`src/rtl/sbox_arbiter.sv`:
```
// Round-robin arbiter sharing one SBOX lookup port between SubBytes (port 0) and
// key expansion (port 1), with per-requester lock bursts capped at MAX_BURST grants.
module sbox_arbiter #(
    parameter int MAX_BURST = 16
) (
    input  logic       clk,
    input  logic       rst,
    input  logic       req0_valid,
    input  logic       req0_lock,
    input  logic [7:0] req0_byte,
    input  logic       req0_en_de,
    input  logic       req1_valid,
    input  logic       req1_lock,
    input  logic [7:0] req1_byte,
    input  logic       req1_en_de,
    output logic       req0_gnt,
    output logic       req1_gnt,
    output logic       rsp0_valid,
    output logic [7:0] rsp0_byte,
    output logic       rsp1_valid,
    output logic [7:0] rsp1_byte,
    output logic [7:0] sbox_in,
    output logic       sbox_en_de_in,
    output logic       ce,
    output logic       re,
    input  logic [7:0] sbox_out,
    output logic       owner,
    output logic       busy
);

    localparam int CNT_W = $clog2(MAX_BURST + 1);
    localparam logic [CNT_W-1:0] CNT_MAX = CNT_W'(MAX_BURST);
    localparam logic [CNT_W-1:0] CNT_ONE = CNT_W'(1);

    typedef enum logic [1:0] {
        IDLE = 2'd0,
        OWN0 = 2'd1,
        OWN1 = 2'd2
    } state_t;

    state_t           state;
    state_t           state_next;
    logic             rr_last;
    logic             rr_next;
    logic [CNT_W-1:0] burst_cnt;
    logic [CNT_W-1:0] cnt_next;
    logic [CNT_W-1:0] cnt_inc;
    logic             gnt0;
    logic             gnt1;
    logic             gnt_any;
    logic             gnt_port;
    logic             gnt_lock;
    logic             own_lock;
    logic             tag_vld_p1;
    logic             tag_port_p1;

    // Grant decode; forced low while reset is asserted so all outputs clear at once
    always_comb begin
        gnt0 = 1'b0;
        gnt1 = 1'b0;
        case (state)
            IDLE: begin
                if (req0_valid && req1_valid) begin
                    gnt0 = rr_last;
                    gnt1 = !rr_last;
                end else begin
                    gnt0 = req0_valid;
                    gnt1 = req1_valid;
                end
            end
            OWN0:    gnt0 = req0_valid;
            OWN1:    gnt1 = req1_valid;
            default: ;
        endcase
        if (rst) begin
            gnt0 = 1'b0;
            gnt1 = 1'b0;
        end
    end

    assign gnt_any  = gnt0 | gnt1;
    assign gnt_port = gnt1;
    assign gnt_lock = gnt1 ? req1_lock : req0_lock;
    assign own_lock = (state == OWN1) ? req1_lock : req0_lock;
    assign cnt_inc  = burst_cnt + CNT_ONE;

    always_comb begin
        state_next = state;
        cnt_next   = burst_cnt;
        rr_next    = rr_last;
        if (gnt_any) begin
            rr_next = gnt_port;
        end
        case (state)
            IDLE: begin
                if (gnt_any && gnt_lock && (MAX_BURST > 1)) begin
                    state_next = gnt_port ? OWN1 : OWN0;
                    cnt_next   = CNT_ONE;
                end
            end
            OWN0, OWN1: begin
                if (gnt_any) begin
                    // Dropping lock or reaching the cap both end the burst on this grant
                    if (!own_lock || (cnt_inc == CNT_MAX)) begin
                        state_next = IDLE;
                        cnt_next   = '0;
                    end else begin
                        cnt_next = cnt_inc;
                    end
                end else if (!own_lock) begin
                    state_next = IDLE;
                    cnt_next   = '0;
                end
            end
            default: begin
                state_next = IDLE;
                cnt_next   = '0;
            end
        endcase
    end

    always_ff @(posedge clk or posedge rst) begin
        if (rst) begin
            state       <= IDLE;
            rr_last     <= 1'b1;
            burst_cnt   <= '0;
            busy        <= 1'b0;
            owner       <= 1'b0;
            tag_vld_p1  <= 1'b0;
            tag_port_p1 <= 1'b0;
        end else begin
            state       <= state_next;
            rr_last     <= rr_next;
            burst_cnt   <= cnt_next;
            busy        <= (state_next != IDLE);
            owner       <= (state_next == OWN1);
            tag_vld_p1  <= gnt_any;
            tag_port_p1 <= gnt_port;
        end
    end

    assign req0_gnt      = gnt0;
    assign req1_gnt      = gnt1;
    assign sbox_in       = gnt0 ? req0_byte : (gnt1 ? req1_byte : 8'h00);
    assign sbox_en_de_in = gnt0 ? req0_en_de : (gnt1 ? req1_en_de : 1'b0);
    assign ce            = gnt_any;
    assign re            = gnt_any;

    // p1: SBOX result returns one cycle after the grant; route it by the tag
    assign rsp0_valid = tag_vld_p1 & ~tag_port_p1;
    assign rsp1_valid = tag_vld_p1 & tag_port_p1;
    assign rsp0_byte  = rsp0_valid ? sbox_out : 8'h00;
    assign rsp1_byte  = rsp1_valid ? sbox_out : 8'h00;

endmodule

```
`config.mk`:
```
export PLATFORM = sky130hd
export DESIGN_NAME = sbox_arbiter
export DESIGN_NICKNAME = d
export VERILOG_FILES = /design/src/rtl/sbox_arbiter.sv
export SDC_FILE = /design/constraint.sdc
export NUM_CORES = 1
export LEC_CHECK = 0
export BUFFER_PORTS_ARGS = -buffer_cell sky130_fd_sc_hd__buf_2
export CORE_MARGIN = 5
export CORE_UTILIZATION = 45
export DETAILED_ROUTE_END_ITERATION = 12
export GPL_ROUTABILITY_DRIVEN = 1
export PLACE_DENSITY_LB_ADDON = 0.25
export SLEW_MARGIN = 10
export SYNTH_ARGS = -nofsm -noshare
export SYNTH_HDL_FRONTEND = slang
export SYNTH_SLANG_ARGS = --single-unit
```
`constraint.sdc`:
```
create_clock -name clk -period 4.1 [get_ports clk]
set_input_delay 0.41 -clock clk [delete_from_list [all_inputs] [get_ports clk]]
set_output_delay 0.41 -clock clk [all_outputs]
set_load 0.02 [all_outputs]
```
==> metrics <==
status=finished, final reports clean; syn nets=165; Pre-antenna DRT Iters=4; synthesized flop and latch total=12; Peak supply drop=0.291 mV; max-capacitance violation count=0; Area contributors post-synth=dfrtp_1 (28%), nand2_1 (11%), ha_1 (7.5%), and2_1 (5.6%), and3_1 (5.6%); Setup Buffers After CTS=0; Initial Utilization=46.0%; Clock Skew=slightly above 0.004 ns; die area=0.00326 mm^2; row count=17; max-slew violations=0; GR Util met3=5.66%; worst-case clock buffer depth=2; LEAKAGE=slightly below 0.0008 uW; vias in the first global route=approximately 1100; Top cell by count, worst path=inv_1; top-area cell type share of the netlist area=27.6%; H-tree Lvls=1; GRT met2 Usage=28.2%; total gr overflow=0; CP cell instances=inv_1 > ha_1 > a31oi_1 > or3b_4 > inv_1 > nand2_1 > o21ai_0 > buf_2; Syn Area/Cell=7.85 um^2; crit start category=flip-flop; design area=0.00137 mm^2; RSZ-0062 raised after global routing=no; post-synthesis sequential area ratio=30.2%; GRT Util Overall=16.4%; Placed Instances=215; endpoints failing hold=0; ys async rst share=between 90% and 100%; Synth Flop Type=dfrtp_1; # DRC=0; Synth Cell Area=997 um^2; post-DR wirelength/cell=12.2 um; Tcrit/Tclk final=approximately 67%; largest net degree at the start of global routing=22; Die H=approximately 57 um; Final nets=between 200 and 250; Root Driver=clkbuf_4; core area=0.00217 mm^2; Post-synth EDFFs=0; Min-Delay Path Class=primary input to async pin; synth unique cells=40; Slew @ Worst Pin=about 0.55 ns; first-pass GRT wire length=approximately 4400 um; Via-to-Cell Ratio=5.19; post-DP HPWL=2250 um; kind of critical path=flip-flop to output pin; Total Routed Length=~2700 um; area leader, netlist=dfrtp_1; Max Clock Freq=365 MHz; R2R Setup Slk=1.69 ns; Num CTS Buffers=3; PD cells=513 mW/mm^2; yosys warns=0; CTS tree=yes; relative slew slack=63.3%; CTS hold repair buffers=0; r2r worst-path depth=8; total power=702 uW; Largest stage delay, worst path=0.41 ns; Worst Path Max Fanout=21; port bufs=64; Mapped Cells=127; CTS sink cnt=12; Clock Latency Late Sink=approximately 0.27 ns; final setup fails=0; DIE WIDTH=57.1 um; critical path arrival=approximately 2.3 ns; routability cong.=around 1; post-CTS resize count=0; grt peak-use layer=met2; initial antenna violation count=0; setup TNS=0 ns; slowest stage cell, crit path=dfrtp_1; number of diodes=0; Vias=1136; Post-Layout Cell Count=219; fraction of layout cells with a size suffix above 1=38.7%; drt initial violations=32; Area growth, synth to finish=37.3%; met1 usage=18.9%; Worst setup EP type=output pin; I/O Pins=between 60 and 70; setup slack at placement=1.66 ns; DRT antenna net count=0; fin crit period=2.74 ns; dpl cell area=0.00133 mm^2; setup ws final=1.36 ns; Clock transition at path regs=0.07 ns; Critical Path RT=~3.7 ns
## flip-flops by register name (all words and copies together) (netlist names)
name         cells
burst_cnt        5
busy             1
owner            1
rr_last          1
state            2
tag_port_p1      1
tag_vld_p1       1
## Yosys cell counts (2+ instances only)
master,count
nand3_1,2
o21ai_0,10
a21oi_1,2
inv_1,8
ha_1,6
dfrtp_1,11
a211o_1,2
nor2_1,2
and2_1,9
nor4_1,2
nand2b_1,2
a31oi_1,3
nand3b_1,2
o31ai_1,2
clkbuf_1,2
and3_1,9
mux2_2,2
nand2_1,29
## where the power goes
part	total, uW	switching, uW	internal (uW)
logic	424	265	160
registers	186	32.3	153
clock network	92.4	38.4	54.0
## kinds of logic (layout without fill, tap and decap cells)
kind of cell | Yosys count | count (layout) | share of synthesized area [%]
adders and majority gates | 6 | 6 | 7.53
muxes | 2 | 2 | 2.26
AOI/OAI and AO/OA | 30 | 30 | 21.1
buffers and inverters | 13 | 77 | 5.40
and+or+nand+nor | 64 | 64 | 33.5
DFF | 12 | 12 | 30.2
## worst max-delay path: cells and delay by family (launching register included)
kind	cells	cell delay [ns]
simple gates	2	0.51
fa+ha+maj	1	0.24
buf+inv	3	0.71
compound gates	2	0.19
flops	1	0.41
## per-layer routing
| metal | wire (um) | vias to the layer above |
|---|---|---|
| met5 | 0 | - |
| met4 | 41 | 0 |
| met3 | 298 | 6 |
| met2 | 1310 | 51 |
| met1 | 1020 | 506 |
| li1 | - | 573 |
## path summary, 6_finish.rpt
kind,end,start
setup / recovery,sbox_in[4],state[1]$_DFF_PP0_
setup reg to reg,burst_cnt[4]$_DFFE_PP0P_,state[1]$_DFF_PP0_
max in group asynchronous,rr_last$_DFFE_PP1N_,rst
hold reg to reg,rr_last$_DFFE_PP1N_,rr_last$_DFFE_PP1N_
hold / removal,state[0]$_DFF_PP0_,rst
min in group clk,rr_last$_DFFE_PP1N_,rr_last$_DFFE_PP1N_
## area by class of cell
class	instances	area [um^2]
sequential	12	302
fill	199	801
tap	28	35.0
timing repair buffer	64	320
inverter	9	33.8
multi-input combinational	102	642
clock buffer	4	36.3
## per-stage QoR
step,utilization [%],hold slack [ns]
CTS,63.1,0.170
global route,63.1,0.196
floorplan,-,0.274
global placement,61.4,0.467
detailed placement,61.4,0.474
finish,63.1,0.166
## placed cells by master, fill, tap and decap left out, drive strengths merged
cell type and n:
o211ai 1, clkbuf 4, a21oi 2, a31oi 3
dfstp 1, o21bai 1, nand4b 1, nand2b 2
nand3 2, and2 9, o31ai 2, o22ai 1
nor4b 1, dfrtp 11, a211o 2, a2111o 1
and3 9, nor2 2, o21a 1, o21ai 10
o32a 1, buf 64, nor3 1, nand2 29
ha 6, a21boi 1, inv 8, nor2b 2
or3b 1, a21o 1, nand3b 2, o2bb2ai 1
or3 1, o31a 1, nor4 2, clkinv 1
mux2 2, o21ba 1
No activity file was read; power rests on OpenSTA's default activity.
